[src/rtl/multicycle_controller_pkg.sv]
// Shared encodings for the multi-cycle RISC-V control path.
// Latency: n/a (constants and types only).
// Backpressure: n/a.
package multicycle_controller_pkg;

    // Sequencer states; numeric values are visible to debug tooling, keep stable.
    typedef enum logic [3:0] {
        S_FETCH    = 4'd0,
        S_DECODE   = 4'd1,
        S_MEMADR   = 4'd2,
        S_MEMREAD  = 4'd3,
        S_MEMWB    = 4'd4,
        S_MEMWRITE = 4'd5,
        S_EXECUTER = 4'd6,
        S_EXECUTEI = 4'd7,
        S_JAL      = 4'd8,
        S_ALUWB    = 4'd9,
        S_BEQ      = 4'd10
    } state_t;

    // Supported opcodes
    localparam logic [6:0] OP_LW     = 7'b0000011;
    localparam logic [6:0] OP_SW     = 7'b0100011;
    localparam logic [6:0] OP_RTYPE  = 7'b0110011;
    localparam logic [6:0] OP_IALU   = 7'b0010011;
    localparam logic [6:0] OP_JAL    = 7'b1101111;
    localparam logic [6:0] OP_BRANCH = 7'b1100011;

    // ALUOp from the sequencer to the ALU decoder
    localparam logic [1:0] ALUOP_ADD   = 2'b00;
    localparam logic [1:0] ALUOP_SUB   = 2'b01;
    localparam logic [1:0] ALUOP_FUNCT = 2'b10;

    // ALUControl codes
    localparam logic [2:0] ALU_ADD = 3'b000;
    localparam logic [2:0] ALU_SUB = 3'b001;
    localparam logic [2:0] ALU_AND = 3'b010;
    localparam logic [2:0] ALU_OR  = 3'b011;
    localparam logic [2:0] ALU_SLT = 3'b101;

    // ResultSrc
    localparam logic [1:0] RES_ALUOUT    = 2'b00;
    localparam logic [1:0] RES_DATA      = 2'b01;
    localparam logic [1:0] RES_ALURESULT = 2'b10;

    // ALUSrcA
    localparam logic [1:0] SRCA_PC    = 2'b00;
    localparam logic [1:0] SRCA_OLDPC = 2'b01;
    localparam logic [1:0] SRCA_RS1   = 2'b10;

    // ALUSrcB
    localparam logic [1:0] SRCB_RS2  = 2'b00;
    localparam logic [1:0] SRCB_IMM  = 2'b01;
    localparam logic [1:0] SRCB_FOUR = 2'b10;

    // ImmSrc
    localparam logic [1:0] IMM_I = 2'b00;
    localparam logic [1:0] IMM_S = 2'b01;
    localparam logic [1:0] IMM_B = 2'b10;
    localparam logic [1:0] IMM_J = 2'b11;

endpackage

[src/rtl/ALU_Decoder.sv]
// ALU decoder: maps ALUOp plus funct fields to an ALUControl code.
// Latency: purely combinational, zero cycles.
// Backpressure: none.
// Ports: opb5 (op[5], 1 = R-type), funct3, funct7b5, ALUOp in; ALUControl out.
module ALU_Decoder
    import multicycle_controller_pkg::*;
(
    input  logic       opb5,
    input  logic [2:0] funct3,
    input  logic       funct7b5,
    input  logic [1:0] ALUOp,
    output logic [2:0] ALUControl
);

    always_comb begin
        ALUControl = ALU_ADD;
        case (ALUOp)
            ALUOP_ADD: ALUControl = ALU_ADD;
            ALUOP_SUB: ALUControl = ALU_SUB;
            default: begin
                case (funct3)
                    // funct7b5 only selects sub for register-register ops;
                    // on addi that bit is part of the immediate.
                    3'b000:  ALUControl = (opb5 && funct7b5) ? ALU_SUB : ALU_ADD;
                    3'b010:  ALUControl = ALU_SLT;
                    3'b110:  ALUControl = ALU_OR;
                    3'b111:  ALUControl = ALU_AND;
                    default: ALUControl = ALU_ADD;
                endcase
            end
        endcase
    end

endmodule

[src/rtl/multicycle_controller.sv]
// Moore sequencer for the multi-cycle RISC-V datapath (shared memory, shared ALU).
// Latency: lw 5, sw 4, R/I 4, jal 4, branch 3 cycles with no memory stalls.
// Backpressure: FETCH, MEMREAD and MEMWRITE hold while mem_ready is low.
// Ports: clk, rst_n; instruction fields op/funct3/funct7b5; zero flag; mem_ready;
//        datapath enables/selects out, plus instr_retired and illegal_instr pulses.
module multicycle_controller
    import multicycle_controller_pkg::*;
#(
    parameter bit BNE_EN  = 1'b1,
    parameter int STATE_W = 4
) (
    input  logic       clk,
    input  logic       rst_n,
    input  logic [6:0] op,
    input  logic [2:0] funct3,
    input  logic       funct7b5,
    input  logic       zero,
    input  logic       mem_ready,
    output logic       pc_write,
    output logic       adr_src,
    output logic       mem_write,
    output logic       ir_write,
    output logic [1:0] result_src,
    output logic [1:0] alu_src_a,
    output logic [1:0] alu_src_b,
    output logic [1:0] imm_src,
    output logic [2:0] alu_control,
    output logic       reg_write,
    output logic       instr_retired,
    output logic       illegal_instr
);

    logic [STATE_W-1:0] state_q, state_d;

    logic       pc_write_c, adr_src_c, mem_write_c, ir_write_c;
    logic       reg_write_c, retired_c, illegal_c;
    logic [1:0] result_src_c, alu_src_a_c, alu_src_b_c, alu_op_c, imm_src_c;
    logic [2:0] alu_ctrl_c;

    always_ff @(posedge clk or negedge rst_n) begin
        if (!rst_n) begin
            state_q <= S_FETCH;
        end else begin
            state_q <= state_d;
        end
    end

    always_comb begin
        state_d      = state_q;
        pc_write_c   = 1'b0;
        adr_src_c    = 1'b0;
        mem_write_c  = 1'b0;
        ir_write_c   = 1'b0;
        reg_write_c  = 1'b0;
        retired_c    = 1'b0;
        illegal_c    = 1'b0;
        result_src_c = RES_ALUOUT;
        alu_src_a_c  = SRCA_PC;
        alu_src_b_c  = SRCB_RS2;
        alu_op_c     = ALUOP_ADD;

        case (state_q)
            S_FETCH: begin
                // PC+4 is computed while the instruction is read; both the
                // IR and PC only commit once memory delivers.
                alu_src_b_c  = SRCB_FOUR;
                result_src_c = RES_ALURESULT;
                ir_write_c   = mem_ready;
                pc_write_c   = mem_ready;
                if (mem_ready) begin
                    state_d = S_DECODE;
                end
            end
            S_DECODE: begin
                // Branch target precomputed into ALUOut from OldPC + imm.
                alu_src_a_c = SRCA_OLDPC;
                alu_src_b_c = SRCB_IMM;
                case (op)
                    OP_LW, OP_SW: state_d = S_MEMADR;
                    OP_RTYPE:     state_d = S_EXECUTER;
                    OP_IALU:      state_d = S_EXECUTEI;
                    OP_JAL:       state_d = S_JAL;
                    OP_BRANCH:    state_d = S_BEQ;
                    default: begin
                        illegal_c = 1'b1;
                        retired_c = 1'b1;
                        state_d   = S_FETCH;
                    end
                endcase
            end
            S_MEMADR: begin
                alu_src_a_c = SRCA_RS1;
                alu_src_b_c = SRCB_IMM;
                state_d     = (op == OP_LW) ? S_MEMREAD : S_MEMWRITE;
            end
            S_MEMREAD: begin
                adr_src_c = 1'b1;
                if (mem_ready) begin
                    state_d = S_MEMWB;
                end
            end
            S_MEMWB: begin
                result_src_c = RES_DATA;
                reg_write_c  = 1'b1;
                retired_c    = 1'b1;
                state_d      = S_FETCH;
            end
            S_MEMWRITE: begin
                // Strobe stays up for the whole wait so memory sees a stable request.
                adr_src_c   = 1'b1;
                mem_write_c = 1'b1;
                if (mem_ready) begin
                    retired_c = 1'b1;
                    state_d   = S_FETCH;
                end
            end
            S_EXECUTER: begin
                alu_src_a_c = SRCA_RS1;
                alu_src_b_c = SRCB_RS2;
                alu_op_c    = ALUOP_FUNCT;
                state_d     = S_ALUWB;
            end
            S_EXECUTEI: begin
                alu_src_a_c = SRCA_RS1;
                alu_src_b_c = SRCB_IMM;
                alu_op_c    = ALUOP_FUNCT;
                state_d     = S_ALUWB;
            end
            S_JAL: begin
                // PC takes the target already in ALUOut; ALU forms OldPC+4 for rd.
                alu_src_a_c  = SRCA_OLDPC;
                alu_src_b_c  = SRCB_FOUR;
                result_src_c = RES_ALUOUT;
                pc_write_c   = 1'b1;
                state_d      = S_ALUWB;
            end
            S_ALUWB: begin
                result_src_c = RES_ALUOUT;
                reg_write_c  = 1'b1;
                retired_c    = 1'b1;
                state_d      = S_FETCH;
            end
            S_BEQ: begin
                alu_src_a_c  = SRCA_RS1;
                alu_src_b_c  = SRCB_RS2;
                alu_op_c     = ALUOP_SUB;
                result_src_c = RES_ALUOUT;
                // funct3[0] distinguishes bne from beq when enabled.
                pc_write_c   = zero ^ (funct3[0] & BNE_EN);
                retired_c    = 1'b1;
                state_d      = S_FETCH;
            end
            default: begin
                state_d = S_FETCH;
            end
        endcase
    end

    // Immediate format depends only on the opcode, not on the state.
    always_comb begin
        imm_src_c = IMM_I;
        case (op)
            OP_SW:     imm_src_c = IMM_S;
            OP_BRANCH: imm_src_c = IMM_B;
            OP_JAL:    imm_src_c = IMM_J;
            default:   imm_src_c = IMM_I;
        endcase
    end

    ALU_Decoder u_alu_dec (
        .opb5       (op[5]),
        .funct3     (funct3),
        .funct7b5   (funct7b5),
        .ALUOp      (alu_op_c),
        .ALUControl (alu_ctrl_c)
    );

    // Gate everything with rst_n so no enable or select leaks out during reset,
    // including the mem_ready-driven FETCH enables.
    assign pc_write      = rst_n & pc_write_c;
    assign adr_src       = rst_n & adr_src_c;
    assign mem_write     = rst_n & mem_write_c;
    assign ir_write      = rst_n & ir_write_c;
    assign reg_write     = rst_n & reg_write_c;
    assign instr_retired = rst_n & retired_c;
    assign illegal_instr = rst_n & illegal_c;
    assign result_src    = rst_n ? result_src_c : 2'b00;
    assign alu_src_a     = rst_n ? alu_src_a_c  : 2'b00;
    assign alu_src_b     = rst_n ? alu_src_b_c  : 2'b00;
    assign imm_src       = rst_n ? imm_src_c    : 2'b00;
    assign alu_control   = rst_n ? alu_ctrl_c   : 3'b000;

endmodule

[config.mk]
export PLATFORM = sky130hd
export DESIGN_NAME = multicycle_controller
export DESIGN_NICKNAME = d
export VERILOG_FILES = /design/src/rtl/multicycle_controller_pkg.sv /design/src/rtl/ALU_Decoder.sv /design/src/rtl/multicycle_controller.sv
export SDC_FILE = /design/constraint.sdc
export NUM_CORES = 1
export LEC_CHECK = 0
export BUFFER_PORTS_ARGS = -buffer_cell sky130_fd_sc_hd__buf_2
export CORE_AREA = 2 2 44 46
export DETAILED_ROUTE_END_ITERATION = 7
export DIE_AREA = 0 0 46 48
export PLACE_DENSITY = 0.69
export SLEW_MARGIN = 25
export SYNTH_ARGS = -nofsm -noshare
export SYNTH_HDL_FRONTEND = slang
export SYNTH_SLANG_ARGS = --single-unit
export TNS_END_PERCENT = 20
[constraint.sdc]
create_clock -name clk -period 2.5 [get_ports clk]
set_clock_uncertainty 0.1 [all_clocks]
set_input_delay 0.625 -clock clk [delete_from_list [all_inputs] [get_ports clk]]
set_output_delay 0.625 -clock clk [all_outputs]
set_load 0.1 [all_outputs]
## Yosys cells after proc, flatten, opt, wreduce, memory -nomap -nowiden

Index checks and enable logic that the tools add are counted.

- Logic and storage cells: 76
- Output and inout port bits: 18
- Memory bits (writable): 0
- ROM bits: 0
- Input bits: 15
- Bits in latches: 0
- Memories: 0
- Register bits after elaboration: 4

- $mul: 0
- Eq/ne operators: 23
- Bitwise logic cells: 8
- Mux-type cells: 28
- Div/mod/pow operators: 0
- Magnitude comparators: 0
- Add/subtract/negate cells: 0
- Shift-type cells: 0
- Reduce and logical (&&, ||, !) cells: 16

Operators by type and width:

| operator | count |
|---|---|
| $pmux 4 s6 | 1 |
| $pmux 4 s5 | 1 |
| $eq 4x3->1 const B | 4 |
| $pmux 2 s2 | 4 |
| $eq 7x6->1 const B | 2 |
| $eq 7x7->1 const B | 2 |
| $eq 4x4->1 const B | 3 |
| $mux 4 | 3 |
| $pmux 3 s4 | 1 |
| $reduce_or 2->1 | 6 |
| $reduce_or 3->1 | 3 |
| $eq 4x2->1 const B | 2 |
| $mux 1 | 8 |
| $mux 2 | 4 |
| $and 1x1->1 | 7 |
| $eq 7x2->1 const B | 1 |
| $eq 7x5->1 const B | 1 |
| $eq 3x3->1 const B | 2 |
| $mux 3 | 2 |
| $ne 2x2->1 const B | 3 |
| $pmux 1 s3 | 2 |
| $pmux 2 s3 | 1 |
| $pmux 3 s2 | 1 |
| $reduce_or 6->1 | 1 |
| other kinds (10) | 10 |

## Logic depth before layout (Yosys ltp)

Gate-level depths: netlist of run 1.

- Word-level depth: 6
- Mapped depth: 6
- Depth with buffers taken out: 4

## Cells and area by module

Synthesis of run 1 repeated with hierarchy kept, for this count alone.

- Cell total of the unflattened synthesis: 97
- Area, all modules: 690.7 um^2

Modules (own cells, without submodules):

| module | cells each | area each (um^2) | times used |
|---|---|---|---|
| multicycle_controller | 90 | 648.1 | 1 |
| ALU_Decoder | 7 | 42.5 | 1 |

## Least setup slack after synthesis of run 1

OpenSTA, ideal clock, no wires.

- Path kind: input to output
- From: input rst_n
- To: output ir_write
- Buffers on the path: 1
- Required time: 1.775 ns
- Arrival: 4.706 ns
- Path slack: -2.931 ns
- Stages: 4
- Cell sequence: nand2b_1 -> buf_2 -> nor4_1 -> and2_1

- Word-level cells in the longest chain between the ends: 1

RTL lines:

| what | line | source |
|---|---|---|
| from (decl) | multicycle_controller.sv:13 | `input logic rst_n,` |
| $and 1x1->1 | multicycle_controller.sv:183 | `assign ir_write = rst_n & ir_write_c;` |
| to (decl) | multicycle_controller.sv:22 | `output logic ir_write,` |

Every way passes these cells.

## Worst setup path after layout of run 1

- From: input op[3]
- To: output instr_retired

- Word-level cells in the longest chain between the ends: 5
- Elaborated cells between the ends (all ways): 10

RTL lines:

| what | line | source |
|---|---|---|
| from (decl) | multicycle_controller.sv:14 | `input logic [6:0] op,` |
| $eq 7x2->1, or another cell as far along | multicycle_controller.sv:78 | `case (op)` |
| $reduce_or 6->1 (no source line) * | -- |  |
| $mux 1 * | multicycle_controller.sv:78 |  |
| $pmux 1 s3 * | multicycle_controller.sv:62 | `case (state_q)` |
| $and 1x1->1 * | multicycle_controller.sv:185 | `assign instr_retired = rst_n & retired_c;` |
| to (decl) | multicycle_controller.sv:29 | `output logic instr_retired,` |

Mark *: on every way between the ends. The rest lies on a longest branch, timed or not.

==> impl_metrics.tcl, run 1 <==
set metrics [dict create \
    status "finished with violations" \
    violations "negative setup slack" \
    total_power_mw 0.648 \
    rsz0062_at_grt "true" \
    synth_compound_area_share_pct 25.8 \
    synth_top_family_by_area "simple AND/OR/NAND/NOR gates" \
    synth-xor-area-share_pct 3.98 \
    vias 878 \
    synthTopCellsByArea "dfrtp_1, nand2_1, nor2_1" \
    slew_headroom_pct 78.8 \
    clk_path_buf_depth 2 \
    slew_viol_final 0 \
    dieArea_mm2 0.00221 \
    fin_crit_sh_pct 101 \
    final_hold_viol_count 0 \
    dp_hpwl_um 1750 \
    synth_nets 107 \
    drc 0 \
    tritoncts "yes" \
    endpoint_kind "output port" \
    holdWs_ns 0.248 \
    cp-start-kind "input port" \
    grt_util_all_layers_pct 25.0 \
    critPathMaxFanout 3 \
    largest_reg_flops 4 \
    grt_pass1_wl_um 3980 \
    antenna_found_initial 0 \
    p_leak_nw 0.569 \
    cts-root-buf "clkbuf_4" \
    crit_type "in2out" \
    synthCells 92 \
    finalSetupViolations 1 \
    worstPathRequired_ns 1.77 \
    grt_pass1_vias 889 \
    cts_inserted_buffers 3 \
    portBuffers 32 \
    clkSinkCount 4 \
    yosysMostFrequentCell "nand2_1" \
    worst_pin_slew_ns 0.319 \
    syn_area_um2 659 \
    hp-class "in2async" \
    cp.arrival_ns 1.80 \
    max_clock_freq_ghz 0.396 \
    synth_mux_area_share_pct 0 \
    ys_seq_elements 4 \
    start_util_pct 39.0 \
    core_mm2 0.00169 \
    die_y_um 48 \
    dr.first_iter.drc_count 16 \
    drtPass1Iterations 6 \
    yosys.area.top_type_share_pct 15.2 \
    cap_violations 0 \
    synthDistinctLibCells 41 \
    holdBufCountCts 0 \
    clk_latency_ns 0.24 \
    rows 15 \
    seq_area_frac_synth_pct 15.2 \
    synth_fa_ha_area_share_pct 0 \
    finalWeightedCongestion 0.838 \
    ys_top_cells_by_count "nand2_1, nor2_1, nor3_1, dfrtp_1, nand2b_1" \
    reg_top3 "state_q: 4 flops" \
    routed_wl_um 2380 \
    grt_start_max_net_pins 19 \
    path_clk_slew_ns 0.04 \
    via_per_inst 5.52 \
    vdd_ir_drop_max_mv 0.319 \
    synthSimpleGateAreaFrac_pct 47.4 \
    synth_ff_type "dfrtp_1" \
    syn2layout_area_growth_pct 103 \
    synth_edf_count 0 \
    regMostFlops "state_q" \
    drt-wirelength-per-cell_um 15.0 \
    yosys.area.top_type "dfrtp_1" \
    diodes 0 \
    ioPinCount 33 \
    post-route-min-period_ns 2.53 \
    syn_area_per_cell_um2 7.17 \
    htreeDepth 1 \
    ys_warn_count 0 \
    p_per_area_mw_per_mm2 484 \
    synthArstFlopShare_pct 100 \
    drive_gt1_share_pct 53.5 \
    die_w_um 46 \
    grt-ovfl-total 0 \
    setup_slack_ns -0.0262 \
    nets 159 \
    drtAntennaViolNets 0 \
]
-- final timing paths --
check / startpoint / endpoint / slack (ns) / cells past startpoint
min: rst_n / state_q[1] / 0.25 / 2
min in group clk: state_q[0] / state_q[1] / 0.60 / 1
max: op[3] / instr_retired / -0.03 / 6
max reg2reg: state_q[1] / state_q[0] / 0.88 / 5
max in group asynchronous: rst_n / state_q[3] / 1.91 / 2
min reg2reg: state_q[0] / state_q[1] / 0.60 / 1
-- cells in the final DEF, fill, tap and decap left out, types with 2 or more instances in the layout --
master and count:
nand2b_4 2, clkbuf_4 3, o22ai_1 2, buf_4 21
dfrtp_1 4, nor2_1 13, buf_2 13, inv_1 3
nand2b_1 2, and2b_4 2, buf_12 18, nor3_2 6
and3_1 2, xnor2_1 2, nor2b_1 2, a21oi_1 3
nand2_1 15, o21ai_0 2, nor4_4 2
-- layer usage --
metal / wire length, um / part of all wire [%] / vias up / track usage (%)
li1: - / - / 435 / -
met1: 987 / 41 / 413 / 28.2
met2: 1280 / 54 / 26 / 45.6
met3: 89 / 3.7 / 4 / 6.04
met4: 25 / 1.0 / 0 / 9.14
met5: 0 / 0 / - / 0
-- power breakdown --
part | internal, mW | leakage [nW] | switching (mW) | total [mW]
clock network | 0.0539 | 0.0138 | 0.0290 | 0.0828
logic | 0.189 | 0.502 | 0.291 | 0.480
registers | 0.0710 | 0.0540 | 0.0148 | 0.0857
-- logic make-up (layout without fill, tap and decap cells) --
family,Yosys count,in the layout
AO/OA/AOI/OAI,20,20
XOR/XNOR,3,3
buffers and inverters,9,59
flip-flops,4,4
AND/OR/NAND/NOR,56,56
-- timing repair --
item	in CTS	in global routing
pin swaps	3	0
resized for setup	9	0
endpoints found under the setup margin	1	1
cloned	0	0
buffers inserted	2	0
-- cell type report --
cell class,count,area (um2)
fill,94,349
sequential,4,100
clock buffer,3,22.5
multi-input combinational,79,591
inverter,3,11.3
tap,17,21.3
timing repair buffer,53,594
-- through the flow --
stage / setup TNS (ns) / setup WS (ns) / cells / util, % / instance area [um2]
after floorplan: -6.30 / -0.928 / 92 / - / 729
after global placement: -0.161 / -0.161 / 154 / 74.8 / 1260
after detailed placement: -0.173 / -0.173 / 154 / 74.8 / 1260
after CTS: 0 / 0.00748 / 159 / 79.3 / 1340
after global routing: -0.0621 / -0.0621 / 159 / 79.3 / 1340
final: -0.0262 / -0.0262 / 159 / 79.3 / 1340
-- worst max-delay path: stages --
cell	delay [ns]
buf_6	0.09
and4bb_1	0.29
a21boi_4	0.23
nor4_4	0.05
a311o_2	0.33
buf_12	0.17
(Power assumes the default switching activity.)
==> run 2: changes to the inputs <==
Settings changed: RECOVER_POWER set to 100.
==> run 2 against run 1 <==
The run still ends with negative setup slack left; core utilization down 2.5 points; final cell count is the same; clock-buffer cell count is the same; clock power increased by 1%; hold slack lost 0.0038 ns; sequential power barely moved; non-clock buffer count is the same.
==> impl_metrics.tcl, run 2 (synthesis results as in run 1) <==
set metrics [dict create \
    diodes 0 \
    worst_pin_slew_ns 0.557 \
    holdBufCountCts 0 \
    use_met1_pct 28.2 \
    rows 15 \
    clk_latency_ns 0.24 \
    nets 159 \
    layout.core_utilization_pct 76.8 \
    instances_no_fill 159 \
    htreeDepth 1 \
    final_cell_mix "buf_4, buf_12, nand2_1" \
    start_util_pct 39.0 \
    cap_violations 0 \
    die_w_um 46 \
    fin_crit_sh_pct 101 \
    dp_hpwl_um 1750 \
    dp.cells 154 \
    core_mm2 0.00169 \
    grt_pass1_vias 889 \
    finalSetupViolations 1 \
    largest_reg_flops 4 \
    violations "negative setup slack" \
    fill_cells 102 \
    reg_top3 "state_q: 4 flops" \
    drt-wirelength-per-cell_um 15.0 \
    grt_pass1_wl_um 3980 \
    ioPinCount 33 \
    cts_inserted_buffers 3 \
    clk_path_buf_depth 2 \
    rsz0062_at_grt "true" \
    slew_viol_final 0 \
    post-route-min-period_ns 2.53 \
    drtPass1Iterations 4 \
    crit_type "in2out" \
    endpoint_kind "output port" \
    hp-class "in2async" \
    cts-root-buf "clkbuf_4" \
    vias 889 \
    cp-startpoint "op[3]" \
    setup_slack_ns -0.0257 \
    grt.met2_usage_pct 45.6 \
    dr.first_iter.drc_count 24 \
    tritoncts "yes" \
    drtAntennaViolNets 0 \
    critPathMaxFanout 3 \
    routed_wl_um 2390 \
    r2r_start "state_q[1]" \
    cp-start-kind "input port" \
    worstPathRequired_ns 1.77 \
    holdWs_ns 0.244 \
    syn2layout_area_growth_pct 96.8 \
    finalWeightedCongestion 0.838 \
    drive_gt1_share_pct 51.4 \
    final_hold_viol_count 0 \
    cp.arrival_ns 1.80 \
    grt-ovfl-total 0 \
    path_clk_slew_ns 0.04 \
    dieArea_mm2 0.00221 \
    via_per_inst 5.59 \
    clkSinkCount 4 \
    total_power_mw 0.631 \
    die_y_um 48 \
    portBuffers 32 \
    status "finished with violations" \
    p_per_area_mw_per_mm2 486 \
    grt_start_max_net_pins 19 \
    antenna_found_initial 0 \
    p_leak_nw 0.552 \
    final_common_cell "buf_4" \
    vdd_ir_drop_max_mv 0.305 \
    grt-busiest-layer "met2" \
    drc 0 \
    slew_headroom_pct 63.1 \
    grtUsageMet3_pct 6.04 \
    max_clock_freq_ghz 0.396 \
    grt_util_all_layers_pct 25.0 \
    regMostFlops "state_q" \
]
## run 2: area by class of cell
type | count | area (um2) | area share [%]
clock buffer | 3 | 22.5 | 1.74
inverter | 3 | 11.3 | 0.868
multi-input combinational | 79 | 586 | 45.1
sequential | 4 | 100 | 7.71
tap | 17 | 21.3 | 1.64
timing repair buffer | 53 | 557 | 42.9
## run 2: path summary, 6_finish.rpt
check | to | slack [ns] | cells after the start
max | instr_retired | -0.03 | 6
min in group clk | state_q[1] | 0.59 | 1
max in group asynchronous | state_q[2] | 1.91 | 2
min reg2reg | state_q[1] | 0.59 | 1
min | state_q[0] | 0.24 | 2
max reg2reg | state_q[0] | 0.85 | 5
## run 2: worst max-delay path: stages
cell      delay (ns)
buf_6           0.09
and4bb_1        0.29
a21boi_4        0.23
nor4_4          0.05
a311o_2         0.33
buf_12          0.17
## run 2: through the flow
step / setup slack (ns) / area [um2] / setup TNS [ns]
floorplan: -0.928 / 729 / -6.30
global placement: -0.161 / 1260 / -0.161
detailed placement: -0.173 / 1260 / -0.173
CTS: 0.00748 / 1340 / 0
global route: -0.0621 / 1300 / -0.0862
finish: -0.0257 / 1300 / -0.0257
## run 2: power by group
part	switching [mW]	leakage [nW]	internal, mW
sequential	0.0148	0.0540	0.0710
combinational	0.288	0.485	0.174
clock	0.0297	0.0138	0.0539
total	0.332	0.552	0.298
## run 2: repair_timing
item                                    in CTS  in global routing
gates resized for setup                      9                  0
buffers inserted                             2                  0
endpoints found under the setup margin       1                  1
pin swaps                                    3                  0
## run 2: layer usage
metal  up-vias  wire length, um
met3         2              128
met4         0               10
met5         -                0
met1       418              961
li1        437                -
met2        32             1290
==> run 3: changes to the inputs <==
Settings changed: PLACE_DENSITY 0.69 to 0.66, RECOVER_POWER 100 to 50.
==> run 3 against run 2 <==
The run still ends with negative setup slack left; via count is 1.7% higher; worst setup slack about the same; critical path type unchanged; total power up 2.3%; final area grew 2.4%; global-route usage down 0.74 points; sequential share of layout area shrank 0.18 points; die area unchanged.
==> impl_metrics.tcl, run 3 (synthesis results as in run 1) <==
set metrics [dict create \
    p_sw_share_pct 51.3 \
    dr.first_iter.drc_count 15 \
    drive_gt1_share_pct 50.7 \
    start_util_pct 39.0 \
    vdd_ir_drop_max_mv 0.333 \
    dieArea_mm2 0.00221 \
    fin_area_mm2 0.00133 \
    drc 0 \
    use_met1_pct 29.7 \
    vias 904 \
    pwr-share-comb_pct 74.9 \
    power.switching_mw 0.331 \
    regMostFlops "state_q" \
    endpoint_kind "output port" \
    finalWeightedCongestion 0.870 \
    p_int_mw 0.314 \
    final_hold_viol_count 0 \
    cts_inserted_buffers 3 \
    largest_reg_flops 4 \
    grt-ovfl-total 0 \
    syn2layout_area_growth_pct 102 \
    violations "negative setup slack" \
    tns_ns -0.0260 \
    cp.arrival_ns 1.80 \
    fin_crit_sh_pct 101 \
    die_w_um 46 \
    grt-busiest-layer "met2" \
    grt.met2_usage_pct 43.3 \
    grtUsageMet3_pct 4.53 \
    clkSinkCount 4 \
    drt-wirelength-per-cell_um 14.5 \
    post_dp_cell_area_mm2 0.00127 \
    p_leak_nw 0.563 \
    final_common_cell "buf_4" \
    max_clock_freq_ghz 0.396 \
    clk_latency_ns 0.24 \
    critPathMaxFanout 2 \
    rsz0062_at_grt "true" \
    portBuffers 32 \
    worstPathRequired_ns 1.77 \
    grt_util_all_layers_pct 24.3 \
    nets 159 \
    final_cell_mix "buf_4, buf_12, nand2_1" \
    cap_violations 0 \
    core_mm2 0.00169 \
    drtAntennaViolNets 0 \
    cts-root-buf "clkbuf_4" \
    ioPinCount 33 \
    dp_hpwl_um 1690 \
    via_per_inst 5.69 \
    clk_path_buf_depth 2 \
    p_per_area_mw_per_mm2 486 \
    p_clk_share_pct 12.6 \
    drtPass1Iterations 4 \
    die_y_um 48 \
    routed_wl_um 2300 \
    crit_type "in2out" \
    worst_pin_slew_ns 0.355 \
    path_clk_slew_ns 0.04 \
    post-route-min-period_ns 2.53 \
    grt_start_max_net_pins 19 \
    hp-class "in2async" \
    slew_headroom_pct 76.1 \
    rows 15 \
    cp-start-kind "input port" \
    setup_slack_ns -0.0260 \
    reg_top3 "state_q: 4 flops" \
    diodes 0 \
    p_seq_share_pct 12.5 \
    grt_pass1_vias 877 \
    finalSetupViolations 1 \
    status "finished with violations" \
    antenna_found_initial 0 \
    tritoncts "yes" \
    grt_pass1_wl_um 3900 \
    slew_viol_final 0 \
    htreeDepth 1 \
]
## run 3: path summary, 6_finish.rpt
path / start / to / slack (ns) / depth (start not counted)
setup / recovery: op[3] / instr_retired / -0.03 / 6
hold / removal: rst_n / state_q[0] / 0.31 / 2
setup reg to reg: state_q[3] / state_q[0] / 0.86 / 5
hold reg to reg: state_q[1] / state_q[0] / 0.64 / 2
max in group asynchronous: rst_n / state_q[1] / 1.84 / 2
min in group clk: state_q[1] / state_q[0] / 0.64 / 2
## run 3: worst max-delay path, cell delays in order
cell      delay (ns)
buf_6           0.09
and4bb_1        0.27
a21boi_4        0.22
nor4_4          0.07
a311o_2         0.34
buf_12          0.18
## run 3: stage by stage
stage	hold slack [ns]	worst slack [ns]	utilization, %	instances	power (mW)
after floorplan	0.229	-0.928	-	92	0.377
after global placement	0.493	-0.161	75.3	155	0.545
after detailed placement	0.498	-0.217	75.3	155	0.549
after CTS	0.247	-0.0311	78.6	159	0.646
after global routing	0.330	-0.0721	78.7	159	0.674
final	0.309	-0.0260	78.7	159	0.645
## run 3: layout make-up
type,instances,area [um2]
inverter,3,11.3
clock buffer,3,22.5
multi-input combinational,79,574
sequential,4,100
timing repair buffer,53,599
fill,102,360
tap,17,21.3
## run 3: power by group through the flow
stage / clock network (mW) / logic (mW) / registers, mW
finish: 0.0814 / 0.484 / 0.0804
global route: 0.0862 / 0.507 / 0.0808
CTS: 0.0825 / 0.484 / 0.0797
detailed placement: 0 / 0.469 / 0.0801
global placement: 0 / 0.465 / 0.0804
floorplan: 0 / 0.295 / 0.0827
## run 3: timing repair
| item | in CTS | in global routing |
|---|---|---|
| setup endpoints to repair | 2 | 2 |
| gates cloned | 0 | 0 |
| gates resized for setup | 7 | 3 |
| pin swaps | 2 | 1 |
| setup buffers | 1 | 0 |
| hold buffers | 0 | 0 |
## run 3: routing by layer
metal | vias up | wire length, um
met4 | 0 | 29
li1 | 437 | -
met5 | - | 0
met2 | 47 | 1250
met1 | 416 | 881
met3 | 4 | 139
